[config.mk]
export PLATFORM = sky130hd
export DESIGN_NAME = os_scan_drain
export DESIGN_NICKNAME = d
export VERILOG_FILES = /design/src/rtl/os_scan_drain.sv
export SDC_FILE = /design/constraint.sdc
export NUM_CORES = 1
export LEC_CHECK = 0
export CAP_MARGIN = 15
export CORE_AREA = 2 2 156 158
export DETAILED_ROUTE_END_ITERATION = 7
export DIE_AREA = 0 0 158 160
export PLACE_DENSITY = 0.84
export RECOVER_POWER = 50
export SLEW_MARGIN = 20
export SYNTH_ARGS = -nofsm -noshare
export SYNTH_HDL_FRONTEND = slang
export SYNTH_SLANG_ARGS = --single-unit
[constraint.sdc]
create_clock -name clk -period 4.99 [get_ports clk]
set_clock_uncertainty 0.15 [all_clocks]
set_input_delay 0.7485 -clock clk [delete_from_list [all_inputs] [get_ports clk]]
set_output_delay 0.7485 -clock clk [all_outputs]
set_load 0.02 [all_outputs]
[src/rtl/os_scan_drain.sv]
// Output-drain controller for the output-stationary systolic array: walks the accumulator
// scan chain bottom row first and presents each captured row on a valid/ready stream.
module os_scan_drain #(
    parameter int WIDTH_MAC   = 48,
    parameter int ROWS        = 4,
    parameter int COLS        = 4,
    parameter int DRAIN_WAIT  = 2,
    parameter int CLEAR_AFTER = 1,
    parameter int CW          = $clog2(ROWS) + 1
) (
    input  logic                      clk,
    input  logic                      rst_n,
    input  logic                      start,
    input  logic [COLS*WIDTH_MAC-1:0] col_mac_in,
    input  logic                      o_ready,
    output logic                      cscan_en,
    output logic                      drain_active,
    output logic                      array_clear,
    output logic                      o_valid,
    output logic [COLS*WIDTH_MAC-1:0] o_data,
    output logic [CW-1:0]             o_row,
    output logic                      o_last,
    output logic                      done
);

    localparam int WW = $clog2(DRAIN_WAIT + 2);

    typedef enum logic [2:0] {
        S_IDLE,
        S_WAIT,
        S_CAPTURE,
        S_HOLD,
        S_DONE
    } state_t;

    state_t          state_reg, state_next;
    logic [CW-1:0]   row_cnt_reg, row_cnt_next;
    logic [WW-1:0]   wait_cnt_reg, wait_cnt_next;
    logic            o_valid_reg, o_valid_next;
    logic [CW-1:0]   o_row_reg, o_row_next;
    logic            o_last_reg, o_last_next;
    logic            capture;
    logic [WIDTH_MAC-1:0] col_data_reg [COLS];

    always_ff @(posedge clk or negedge rst_n) begin
        if (!rst_n) begin
            state_reg    <= S_IDLE;
            row_cnt_reg  <= '0;
            wait_cnt_reg <= '0;
            o_valid_reg  <= 1'b0;
            o_row_reg    <= '0;
            o_last_reg   <= 1'b0;
        end else begin
            state_reg    <= state_next;
            row_cnt_reg  <= row_cnt_next;
            wait_cnt_reg <= wait_cnt_next;
            o_valid_reg  <= o_valid_next;
            o_row_reg    <= o_row_next;
            o_last_reg   <= o_last_next;
        end
    end

    always_comb begin
        state_next    = state_reg;
        row_cnt_next  = row_cnt_reg;
        wait_cnt_next = wait_cnt_reg;
        o_valid_next  = o_valid_reg;
        o_row_next    = o_row_reg;
        o_last_next   = o_last_reg;
        capture       = 1'b0;
        cscan_en      = 1'b0;
        done          = 1'b0;
        array_clear   = 1'b0;
        case (state_reg)
            S_IDLE: begin
                if (start) begin
                    wait_cnt_next = WW'(DRAIN_WAIT);
                    row_cnt_next  = '0;
                    state_next    = (DRAIN_WAIT > 0) ? S_WAIT : S_CAPTURE;
                end
            end
            S_WAIT: begin
                wait_cnt_next = wait_cnt_reg - 1'b1;
                if (wait_cnt_reg <= WW'(1)) begin
                    state_next = S_CAPTURE;
                end
            end
            S_CAPTURE: begin
                capture      = 1'b1;
                o_valid_next = 1'b1;
                o_row_next   = CW'(ROWS - 1) - row_cnt_reg;
                o_last_next  = (row_cnt_reg == CW'(ROWS - 1));
                state_next   = S_HOLD;
            end
            S_HOLD: begin
                if (o_ready) begin
                    o_valid_next = 1'b0;
                    if (o_last_reg) begin
                        state_next = S_DONE;
                    end else begin
                        // The chain shifts on the edge that ends this cycle, so the next
                        // CAPTURE already sees the row above.
                        cscan_en     = 1'b1;
                        row_cnt_next = row_cnt_reg + 1'b1;
                        state_next   = S_CAPTURE;
                    end
                end
            end
            S_DONE: begin
                done        = 1'b1;
                array_clear = (CLEAR_AFTER != 0);
                state_next  = S_IDLE;
            end
            default: state_next = S_IDLE;
        endcase
    end

    genvar gi;
    generate
        for (gi = 0; gi < COLS; gi++) begin : g_col
            always_ff @(posedge clk or negedge rst_n) begin
                if (!rst_n) begin
                    col_data_reg[gi] <= '0;
                end else if (capture) begin
                    col_data_reg[gi] <= col_mac_in[gi*WIDTH_MAC +: WIDTH_MAC];
                end
            end
            assign o_data[gi*WIDTH_MAC +: WIDTH_MAC] = col_data_reg[gi];
        end
    endgenerate

    assign drain_active = (state_reg != S_IDLE);
    assign o_valid      = o_valid_reg;
    assign o_row        = o_row_reg;
    assign o_last       = o_last_reg;

endmodule

---- Word-level counts from Yosys, hierarchy flattened ----
Index checks and enable logic that the tools add are counted.
storage, ports and cells
  word-level logic and storage cells ...... 50
  register bits ........................... 205
  bits of input ports ..................... 196
  output and inout bits ................... 201
cells by class
  add/subtract/negate cells ............... 3
  $lt $le $gt $ge ......................... 1
  equality and inequality tests ........... 9
  mux-type cells .......................... 18
  reductions and logical operators ........ 9
operators by type and width
  operator               count
  $mux W3                7
  $pmux W3 S4            1
  $eq A3 B2 Y1 const B   3
  $ne A2 B2 Y1 const B   4
  $mux W1                6
  $pmux W3 S2            1
  $reduce_bool A2 Y1     3
  $pmux W2 S2            1
  $reduce_and A2 Y1      2
  $reduce_and A4 Y1      1
  $add A3 B1 Y3 const B  1
  $eq A3 B1 Y1 const B   1
  $eq A3 B3 Y1 const B   1
  $logic_not A3 Y1       1
  $reduce_and A3 Y1      1
  $reduce_bool A3 Y1     1
  $sub A2 B3 Y3 const A  1
  $le A2 B1 Y1 const B   1
  $mux W2                1
  $pmux W1 S2            1
  $sub A2 B1 Y2 const B  1

---- Logic depth before layout (Yosys ltp) ----
Gate-level depths: netlist of run 1.
  word-level depth ........................ 4
  mapped depth ............................ 5
  gate-level depth less buffers ........... 5

---- Worst setup path before layout of run 1 ----
No wires, ideal clock.
  path kind ............................... reg2out
  from .................................... register state_reg[0]
  to ...................................... output port done
  stages on the path, launching flop included .. 4
  slack ................................... 2666 ps
  arrival ................................. 1425 ps
  path buffers ............................ 2
  required time ........................... 4092 ps
  cells stage by stage .................... dfrtp_1 > clkbuf_1 > nor3b_1 > buf_4
between the ends
  longest elaborated chain between the ends .. 2
RTL lines
  element                 RTL line  RTL
  from (decl)             36        state_t state_reg, state_next;
  from (signal assigned)  54        state_reg <= state_next;
  $eq A3 B3 Y1            -
  $mux W1                 -
  to (decl)               23        output logic done
No other way between the ends.

---- Final worst setup path of run 1 ----
  from .................................... input port o_ready
  to ...................................... output port cscan_en
between the ends
  longest elaborated chain between the ends .. 2
RTL lines
  element      RTL line  RTL
  from (decl)  15        input logic o_ready,
  $mux W1      96        if (o_ready) begin
  $mux W1      74        case (state_reg)
  to (decl)    16        output logic cscan_en,
No other way between the ends.

==> impl_metrics.ini, run 1 <==
[detailed_routing]
vias_per_cell = 4.47
num_vias = 5380
routedWlPerCell_um = 18.4
postRouteAntennaNets = 0
drc = 0
drt-total-wl_um = 22100
drtIter0Drc = 163
dr.pass1.iters = 4

[sta]
max_freq_ghz = 0.305
slew_headroom_pct = -75.1
rsz0062_at_grt = no
hold_violations = 0
fin_setup_tns_ps = 0
finalSetupViolCount = 0
worst_pin_slew_ps = 2630
whs_ps = 330
drv_slew = 105
min_period_ps = 3280
min_period_over_period_pct = 65.8

[grt]
antenna_found_initial = 0
grt_max_degree = 106
grt_use_total_pct = 16.8
overflow = 0
grt_pass1_wl_um = 33100
grt_pass1_vias = 5923

[floorplanning]
rows = 57
die_w_um = 158
start_util_pct = 36.8
die-height_um = 160
coreArea_um2 = 23800
io_pins = 397
dieArea_um2 = 25300

[min_path]
min-delay-path-class = reg -> reg

[placement]
place_congestion = 0.755
port_buffers = 396
hpwl_um = 15600
placed_cell_area_um2 = 12700

[synthesis]
avgSynthCellArea_um2 = 18.8
netlist_area_um2 = 8750
synthTopCellsByArea = dfrtp_1, mux2_4, buf_12
ys_warn_count = 0
synthArstFlopShare_pct = 100
synthFlopType = dfrtp_1
yosys.area.top_type_share_pct = 58.6
synth_top_area_cell = dfrtp_1
synth_edf_count = 0
synth_fp_nets = 663
synth_seq_cells = 205
seq_area_frac_synth_pct = 58.6
syn_inst = 465
synth_cell_types = 32

[clock_tree]
cts_root_buf = clkbuf_16
clk_path_buf_depth = 3
tritoncts = yes
cts_resized = 0
clk_latency_ps = 490
cts_hold_buf = 0
h-tree-depth = 1
path_clk_slew_ps = 60
post_cts_buffers = 0
cts_made_buffers = 22
clock_sinks = 205

[final_layout]
utilization_pct = 56.2
layout.nets = 1062
n_antenna_cell = 0
nFillCells = 1936
drive_gt1_share_pct = 21.6
syn2layout_area_growth_pct = 52.9
largest_reg_flops = 192
final_cell_area_um2 = 13400

[setup_path]
cp-end-kind = output pin
critPathRequiredTime_ps = 4090
critical_path_class = in -> out
start_kind = input port
arrival_ps = 2380
path_max_fanout = 5

[status]
violations = max-capacitance violations, max-slew violations
outcome = finished, violations left

[flow_run]
maxCapViolations = 1

[power_and_ir_drop]
ir_worst_vdd_mv = 0.342
p_per_area_nw_per_um2 = 752
report.power.total_uw = 10100
power_leakage_uw = 0.00601
[stage by stage]
step	std cells	setup WS, ps
5_1_grt	1203	1620
3_5_place_dp	1164	1760
3_3_place_gp	1164	1780
2_1_floorplan	465	2670
6_report	1203	1710
4_1_cts	1203	1750
[worst paths after layout]
| check | from | slack, ps | cells after the start | endpoint |
|---|---|---|---|---|
| worst max register to register | state_reg[0] | 2210 | 3 | o_data[126] |
| min in group asynchronous | rst_n | 890 | 1 | o_data[128] |
| worst max-delay path | o_ready | 1710 | 4 | cscan_en |
| max in group asynchronous | rst_n | 2220 | 2 | o_data[130] |
| worst min register to register | o_data[51] | 330 | 1 | o_data[51] |
| worst min-delay path | o_data[51] | 330 | 1 | o_data[51] |
[routing by layer]
metal | global-route usage, % | share of wire (%)
met2 | 29.8 | 50
met1 | 19.0 | 38
met4 | 6.14 | 3.0
met5 | 0 | 0
met3 | 4.91 | 9.0
[cells by family (layout without fill, tap and decap cells)]
group / count (synthesis) / count (layout) / share of synthesized area, %
buffers and inverters: 27 / 441 / 5.19
AO/OA/AOI/OAI: 12 / 12 / 0.958
AND/OR/NAND/NOR: 23 / 23 / 1.50
multiplexers: 196 / 196 / 33.5
flip-flops: 205 / 205 / 58.6
adder cells (fa/ha/maj): 2 / 2 / 0.286
[final cells by class]
class | count | area [um2] | share of cell area, %
multi-input combinational | 233 | 2990 | 22.3
clock inverter | 11 | 210 | 1.57
timing repair buffer | 400 | 4020 | 30.0
tap | 324 | 405 | 3.03
sequential | 205 | 5130 | 38.3
clock buffer | 28 | 624 | 4.66
inverter | 2 | 7.51 | 0.0561
[placed cells by master, fill, tap and decap left out, types with 2 or more instances in the layout]
cell type,netlist,layout
buf_12,21,3
nor2_1,2,2
bufinv_16,0,6
clkbuf_8,0,3
mux2_1,0,48
clkbuf_1,2,3
clkbuf_16,0,23
mux2_2,2,2
clkinv_2,0,3
clkinvlp_4,0,2
clkdlybuf4s50_1,0,354
inv_1,2,2
ha_1,2,2
mux2_4,193,145
a21o_1,2,2
nand2b_1,3,3
or3b_1,1,2
o21ai_0,1,2
dfrtp_1,205,205
nand2_1,8,8
nor3_1,2,2
dlygate4sd3_1,0,41
[report_power, final]
part | internal (uW) | switching (uW) | leakage [uW]
Clock | 1190 | 654 | 0.000404
Sequential | 2530 | 524 | 0.00240
Combinational | 2880 | 2280 | 0.00321
Total | 6610 | 3450 | 0.00601
[synthesized netlist by cell type, drive strengths merged, types with 2 or more instances]
cell type and instances:
nand2b 4, o21ai 3, clkbuf 2, nor2 2, or3b 2, mux2 195, inv 2, nor3 2
dfrtp 205, nand2 8, ha 2, buf 23, a21o 2
[critical path, stage by stage]
cell and delay, ps:
dlygate4sd3_1 610, nand2_1 90, nor3_1 260, clkdlybuf4s50_1 680
Power figures use the tool's default switching activity.
==> inputs of run 2 (changes only) <==
--- a/config.mk
+++ b/config.mk
@@ -6,10 +6,10 @@
 export NUM_CORES = 1
 export LEC_CHECK = 0
 export CAP_MARGIN = 15
-export CORE_AREA = 2 2 156 158
+export CORE_AREA = 2 2 152 154
 export DETAILED_ROUTE_END_ITERATION = 7
-export DIE_AREA = 0 0 158 160
-export PLACE_DENSITY = 0.84
+export DIE_AREA = 0 0 154 156
+export PLACE_DENSITY = 0.87
 export RECOVER_POWER = 50
 export SLEW_MARGIN = 20
 export SYNTH_ARGS = -nofsm -noshare
==> constraint.sdc (replaced) <==
create_clock -name clk -period 3.1 [get_ports clk]
set_clock_uncertainty 0.15 [all_clocks]
set_input_delay 0.465 -clock clk [delete_from_list [all_inputs] [get_ports clk]]
set_output_delay 0.465 -clock clk [all_outputs]
set_load 0.02 [all_outputs]
==> run 2 against run 1 <==
Effect of this change:
- the flow still finishes with violations (max-capacitance violations, max-slew violations)
- flip-flop and latch count unchanged
- highest routed layer unchanged
- largest cell class unchanged
- sequential share of layout area down 0.48 points
- count of clock-buffer cells in the layout rose by 3
- global-route usage grew 1.3 points
- via count is 1.7% higher
- combinational power up 67%
- sequential power rose by 61%
- critical path depth shrank 2
==> impl_metrics.ini, run 2 (synthesis gave the netlist of run 1 again) <==
[placement]
placed_cells = 1139
place_congestion = 0.757
hpwl_um = 16300
port_buffers = 396
dp_slack_ps = 413

[final_layout]
syn2layout_area_growth_pct = 54.9
layout_common_cells = clkdlybuf4s50_1, dfrtp_1, mux2_4
drive_gt1_share_pct = 24.8
nFillCells = 1656
n_antenna_cell = 0
fin_cells = 1180
largest_reg_flops = 192
layout.nets = 1078
final_common_cell = clkdlybuf4s50_1

[setup_path]
critPathRequiredTime_ps = 2480
r2r_cells = 4
reg2reg_setup_slack_ps = 610
crit_start = state_reg[0]
reg2reg_to = o_row[2]
path_max_fanout = 12
regToRegStartpoint = state_reg[1]
cp-endpoint = array_clear
cp-end-kind = output pin
start_kind = flop
arrival_ps = 2240
critical_path_class = reg -> out

[clock_tree]
clk_path_buf_depth = 3
clk_latency_ps = 500
clock_sinks = 205
h-tree-depth = 1
cts_made_buffers = 23
path_clk_slew_ps = 60
post_cts_buffers = 0
cts_root_buf = clkbuf_16
tritoncts = yes

[floorplanning]
io_pins = 397
dieArea_um2 = 24000
coreArea_um2 = 22400
start_util_pct = 39.1
die-height_um = 156
die_w_um = 154
rows = 55

[detailed_routing]
dr.pass1.iters = 4
drtIter0Drc = 225
drc = 0
routedWlPerCell_um = 19.1
drt-total-wl_um = 22500
num_vias = 5470
postRouteAntennaNets = 0
vias_per_cell = 4.64

[sta]
drv_slew = 78
worst_pin_slew_ps = 1980
hold_violations = 0
min_period_over_period_pct = 92.1
setup_slack_ps = 245
slew_headroom_pct = -31.9
fin_setup_tns_ps = 0
finalSetupViolCount = 0
max_freq_ghz = 0.350
min_period_ps = 2850
rsz0062_at_grt = no

[grt]
antenna_found_initial = 0
grt_pass1_vias = 5990
grt_use_total_pct = 18.1
grt_pass1_wl_um = 34100
grt_max_degree = 79
overflow = 0

[power_and_ir_drop]
p_per_area_nw_per_um2 = 1210
power_leakage_uw = 0.00619
ir_worst_vdd_mv = 0.643

[status]
violations = max-capacitance violations, max-slew violations
outcome = finished, violations left

[flow_run]
maxCapViolations = 1

[min_path]
min-delay-path-class = reg -> reg
==> run 2: cell count changes in the layout (fill, tap and decap cells not counted), moves of 4 or more <==
cell,change
mux2_1,-19
mux2_4,+19
dlygate4sd3_1,+17
clkdlybuf4s50_1,-16
buf_4,+7
buf_12,+4
==> run 2: repair_timing <==
action | CTS | global route
hold endpoints to repair | 75 | 0
hold buffers | 1 | 0
gates resized for setup | 0 | 0
==> run 2: cell type report <==
class                      count  area [um2]  share of cell area [%]
clock buffer                  31         666                    4.91
clock inverter                 9         154                    1.14
inverter                       2        7.51                  0.0554
multi-input combinational    233        3060                    22.6
sequential                   205        5130                    37.8
tap                          285         357                    2.63
timing repair buffer         415        4180                    30.9
==> run 2: through the flow <==
step                      instance area [um2]  util, %  power [uW]  hold slack (ps)
after global placement                  12900     57.5       13800              316
after global routing                    13600     60.6       17200              356
after detailed placement                12900     57.5       14000              335
after CTS                               13700     61.2       17100              343
final                                   13600     60.6       16500              339
after floorplan                          8750        -       10600             19.4
==> run 2: metal layers <==
metal / track usage (%) / wire length, um / vias up
met3: 5.17 / 1820 / 29
met2: 32.0 / 11500 / 262
met1: 22.0 / 8900 / 2712
met5: 0 / 0 / -
met4: 4.14 / 355 / 0
li1: - / - / 2467
==> run 2: how the worst min path moves through the flow <==
stage,start,end,slack (ps),depth (start not counted)
global placement,wait_cnt_reg[0],wait_cnt_reg[0],320,1
global route,o_data[180],o_data[180],360,1
floorplan,rst_n,o_data[0],20,0
finish,o_data[180],o_data[180],340,1
CTS,wait_cnt_reg[0],wait_cnt_reg[0],340,1
detailed placement,wait_cnt_reg[0],wait_cnt_reg[0],340,1
==> run 2: power breakdown <==
group	switching [uW]	internal (uW)
sequential	858	4080
combinational	3720	4870
clock	1090	1830
total	5660	10800
==> run 2: critical path, stage by stage (launching register included) <==
cell,delay (ps)
dfrtp_1,490
nor3b_1,530
clkdlybuf4s50_1,720
==> inputs of run 3 (changes only) <==
--- a/config.mk
+++ b/config.mk
@@ -6,10 +6,11 @@
 export NUM_CORES = 1
 export LEC_CHECK = 0
 export CAP_MARGIN = 15
-export CORE_AREA = 2 2 152 154
+export CORE_ASPECT_RATIO = 0.7
+export CORE_MARGIN = 2
+export CORE_UTILIZATION = 42
 export DETAILED_ROUTE_END_ITERATION = 7
-export DIE_AREA = 0 0 154 156
-export PLACE_DENSITY = 0.87
+export PLACE_DENSITY = 0.92
 export RECOVER_POWER = 50
 export SLEW_MARGIN = 20
 export SYNTH_ARGS = -nofsm -noshare
==> run 3 against run 2 <==
Effect of this change:
- the flow still finishes with violations (max-capacitance violations, max-slew violations)
- flip-flop and latch count is the same
- clock power shrank 14%
- count of clock-buffer cells in the layout shrank 2
- first-iteration DRC count grew 11%
- critical endpoint is now cscan_en
- total power shrank 2.8%
- critical path depth grew 1
==> impl_metrics.ini, run 3 (synthesis gave the netlist of run 1 again) <==
[clock_tree]
cts_resized = 0
clk_latency_ps = 480
h-tree-depth = 1
cts_root_buf = clkbuf_16
tritoncts = yes
clock_sinks = 205
post_cts_buffers = 0
cts_made_buffers = 20
clk_path_buf_depth = 3
cts_hold_buf = 1
path_clk_slew_ps = 60

[detailed_routing]
routedWlPerCell_um = 19.2
postRouteAntennaNets = 0
drtIter0Drc = 249
num_vias = 5339
drt-total-wl_um = 22200
drc = 0
dr.pass1.iters = 4
vias_per_cell = 4.61

[power_and_ir_drop]
p_sw_uw = 5540
clockPowerShare_pct = 15.7
report.power.total_uw = 16000
ir_worst_vdd_mv = 0.980
switching_share_pct = 34.7
power.internal_uw = 10500
p_per_area_nw_per_um2 = 1200
combPwrFrac_pct = 53.5
seq_power_share_pct = 30.8
power_leakage_uw = 0.00615

[sta]
rsz0062_at_grt = no
slew_headroom_pct = -29.4
fin_setup_tns_ps = 0
max_freq_ghz = 0.356
min_period_ps = 2810
finalSetupViolCount = 0
min_period_over_period_pct = 90.6
worst_pin_slew_ps = 1940
hold_violations = 0
drv_slew = 84

[placement]
place_congestion = 0.765
placed_cell_area_um2 = 12800
port_buffers = 396
hpwl_um = 16200
placed_cells = 1122

[setup_path]
cp-end-kind = output pin
arrival_ps = 2190
cp_top_family = buffers and inverters
critPathRequiredTime_ps = 2480
crit_slowest_cell = clkdlybuf4s50_1
cp_slowest_stage_delay_ps = 710
cp_cell_sequence = nand2b_2 -> nor3_1 -> clkdlybuf4s50_1
path_max_fanout = 8
critical_path_class = reg -> out
start_kind = flop
path_buf_inv = 1

[min_path]
min-delay-path-class = reg -> reg

[grt]
antenna_found_initial = 0
gr-usage-met1_pct = 24.4
grt_use_met2_pct = 34.5
busiest_layer = met2
grt_use_met3_pct = 6.04
grt_pass1_wl_um = 34300
overflow = 0
grt_max_degree = 85
grt_use_total_pct = 19.9
grt_pass1_vias = 5936

[final_layout]
layout_common_cells = clkdlybuf4s50_1, dfrtp_1, mux2_4
largest_reg_flops = 192
syn2layout_area_growth_pct = 52.8
drive_gt1_share_pct = 25.3
fin_cells = 1158
nFillCells = 1472
final_common_cell = clkdlybuf4s50_1
layout.nets = 1067
final_cell_area_um2 = 13400
n_antenna_cell = 0

[status]
outcome = finished, violations left
violations = max-capacitance violations, max-slew violations

[floorplanning]
die_w_um = 177
coreArea_um2 = 20600
start_util_pct = 42.5
die-height_um = 125
rows = 44
io_pins = 397
dieArea_um2 = 22000

[flow_run]
maxCapViolations = 1
==> run 3: changes by cell type in the layout (fill, tap and decap cells not counted), moves of 5 or more <==
cell	previous run	this run
dlygate4sd3_1	58	71
buf_4	7	2
mux2_1	29	17
clkdlybuf4s50_1	338	325
mux2_4	164	176
==> run 3: layout make-up <==
cell class	count	area (um2)	share of cell area (%)
clock buffer	29	606	4.53
clock inverter	6	80.1	0.599
inverter	2	7.51	0.0561
multi-input combinational	233	3100	23.2
sequential	205	5130	38.3
tap	276	345	2.58
timing repair buffer	407	4100	30.7
==> run 3: power groups by stage <==
stage	combinational, uW	sequential [uW]	clock, uW
after global routing	8960	5100	2710
final	8550	4920	2520
after floorplan	4150	6460	0
after CTS	8970	4950	2590
after global placement	8760	4900	0
after detailed placement	8940	4930	0
==> run 3: per-layer routing <==
layer / part of all wire [%] / routed length [um]
met5: 0 / 0
met4: 2.1 / 474
met3: 8.4 / 1850
met2: 50 / 11100
met1: 40 / 8790
==> run 3: final timing paths <==
kind                            cells after the start          from  slack [ps]          end
worst max-delay path                                3  state_reg[2]         290     cscan_en
worst min-delay path                                2      o_row[1]         320     o_row[1]
worst max register to register                      3  state_reg[0]         510   o_data[95]
worst min register to register                      2      o_row[1]         320     o_row[1]
max in group asynchronous                           3         rst_n         530  o_data[135]
min in group asynchronous                           2         rst_n         920   o_data[67]
==> run 3: through the flow <==
stage | hold WS (ps) | worst slack (ps) | utilization [%]
final | 325 | 290 | 65.0
after global routing | 355 | 115 | 65.0
after CTS | 342 | 240 | 65.4
after detailed placement | 327 | 346 | 62.0
after global placement | 317 | 316 | 62.0
after floorplan | 19.4 | 1060 | -
==> run 3: tightest hold or removal path: stages, from the launching register on <==
cell	delay, ps
dfrtp_1	340
nand2_1	50
o21ai_0	60
==> edit (settings of run 3) <==
`ROWS`: 4 -> 8.
--- a/src/rtl/os_scan_drain.sv
+++ b/src/rtl/os_scan_drain.sv
@@ -3,5 +3,5 @@
 module os_scan_drain #(
     parameter int WIDTH_MAC   = 48,
-    parameter int ROWS        = 4,
+    parameter int ROWS        = 8,
     parameter int COLS        = 4,
     parameter int DRAIN_WAIT  = 2,
Ports: changed (resized o_row); port bits go from 397 to 398. The function was not compared with the original's and may differ.
==> edit against run 3 <==
The run still ends with max-capacitance violations, max-slew violations left; total power up 1.1%; setup slack worse by 0.057 ns; wire length up 9.2%; design area up 1.5%; global-route usage up 2.1 points; synthesized area down 0.79%; sequential cell count up 2; final cell count up 1.2%; hold slack better by 0.0080 ns; clock power up 6%; count of clock-buffer cells in the layout up 3; via count up 6.0%; largest cell class unchanged; largest power group unchanged.
==> edit: results (changes against run 3) <==
Yosys
  – Number of distinct library cells after synthesis: 39 (+22%)
  – Share of the yosys chip area belonging to registers: 0.596 (+0.0104)
  – Mapped Nets: 674 (+1.7%)
  – Ranking of synthesized cells by area: dfrtp_1 (60%), mux2_4 (31%), buf_8 (1.7%)
  – Post-synth top cells: dfrtp_1 (207), mux2_4 (182), mux2_2 (12), buf_6 (11), buf_8 (10)

Setup path
  – R2R Setup Slk: 0.79 ns (+0.28 ns)
  – Worst Reg-to-Reg Cells: 4 (+1)
  – CP peak stage delay: 0.67 ns (-0.04 ns)
  – CP Max Fanout: 16 (+8)
  – R2R Path End: o_data[42]

Place
  – Count of port buffers added during placement: 397 (+0.25%)
  – Placed Area: 12900 µm² (+1.1%)
  – Global placer's final weighted congestion: 0.801 (+4.6%)

Detailed routing
  – Metal-1 WL: 9490 µm (+8.0%)
  – 1st-iter DRT viols: 288 (+16%)
  – Met2 WL post-DR: 12100 µm (+9.5%)
  – Avg WL per Cell: 20.7 µm (+7.9%)

Run status
  – Run status: finished, violations left
  – Failing checks: max-capacitance violations, max-slew violations

Clock tree
  – CTS Buf Count: 22 (+10%)

Global route
  – GRT Resource Usage Total: 0.219 (+0.0206)
  – Global-route wire length before repair: 37500 µm (+9.4%)

Cells and area
  – Nets: 1085 (+1.7%)
  – Share of post-route cells with drive strength above 1: 0.257 (+0.00437)

Timing
  – Slew Limit Fails: 72 (-14%)
  – Slew @ Worst Pin: 1.82 ns (-0.118 ns)
  – Hold WS: 0.333 ns (+0.00804 ns)

Flow run
  – Max Cap Viol: 1 (unchanged)

Power and ir drop
  – Static leakage: 0.00618 µW (+0.41%)
==> edit: cell count changes after synthesis, sizes merged, moves of 2 or more <==
cell | before | now
nand2b | 4 | 1
dfrtp | 205 | 207
nor2b | 0 | 2
nor4 | 0 | 2
==> edit: power breakdown <==
part / total, µW / switching, µW / internal (µW)
logic: 8520 / 3750 / 4780
clock network: 2670 / 1050 / 1620
registers: 4980 / 872 / 4110
==> edit: metal layers <==
| layer | vias to the layer above | track usage |
|---|---|---|
| met3 | 58 | 0.0665 |
| li1 | 2507 | - |
| met5 | - | 0 |
| met1 | 2833 | 0.262 |
| met4 | 0 | 0.0651 |
| met2 | 263 | 0.382 |
==> edit: area by class of cell <==
class / count / area share
clock buffer: 32 / 0.0478
sequential: 207 / 0.381
clock inverter: 7 / 0.00654
multi-input combinational: 240 / 0.230
tap: 270 / 0.0249
timing repair buffer: 413 / 0.308
inverter: 3 / 0.000829
==> edit: worst max path at each step <==
stage,slack [ns],depth (start not counted),from,endpoint
global route,0.09,3,state_reg[1],cscan_en
global placement,0.44,4,o_ready,cscan_en
CTS,0.20,3,state_reg[1],cscan_en
detailed placement,0.37,4,o_ready,cscan_en
finish,0.23,3,state_reg[0],cscan_en
floorplan,1.02,3,state_reg[1],done
==> edit: through the flow <==
stage | setup slack, ns | util | std cells
4_1_cts | 0.202 | 0.681 | 1172
3_3_place_gp | 0.438 | 0.643 | 1132
2_1_floorplan | 1.02 | - | 476
3_5_place_dp | 0.368 | 0.643 | 1132
6_report | 0.233 | 0.677 | 1172
5_1_grt | 0.0908 | 0.677 | 1172
==> edit: logic make-up after synthesis <==
| logic type | synth area share |
|---|---|
| compound gates | 0.0140 |
| fa+ha+maj | 0.00288 |
| buf+inv | 0.0375 |
| flops | 0.596 |
| mux | 0.331 |
| simple gates | 0.0180 |
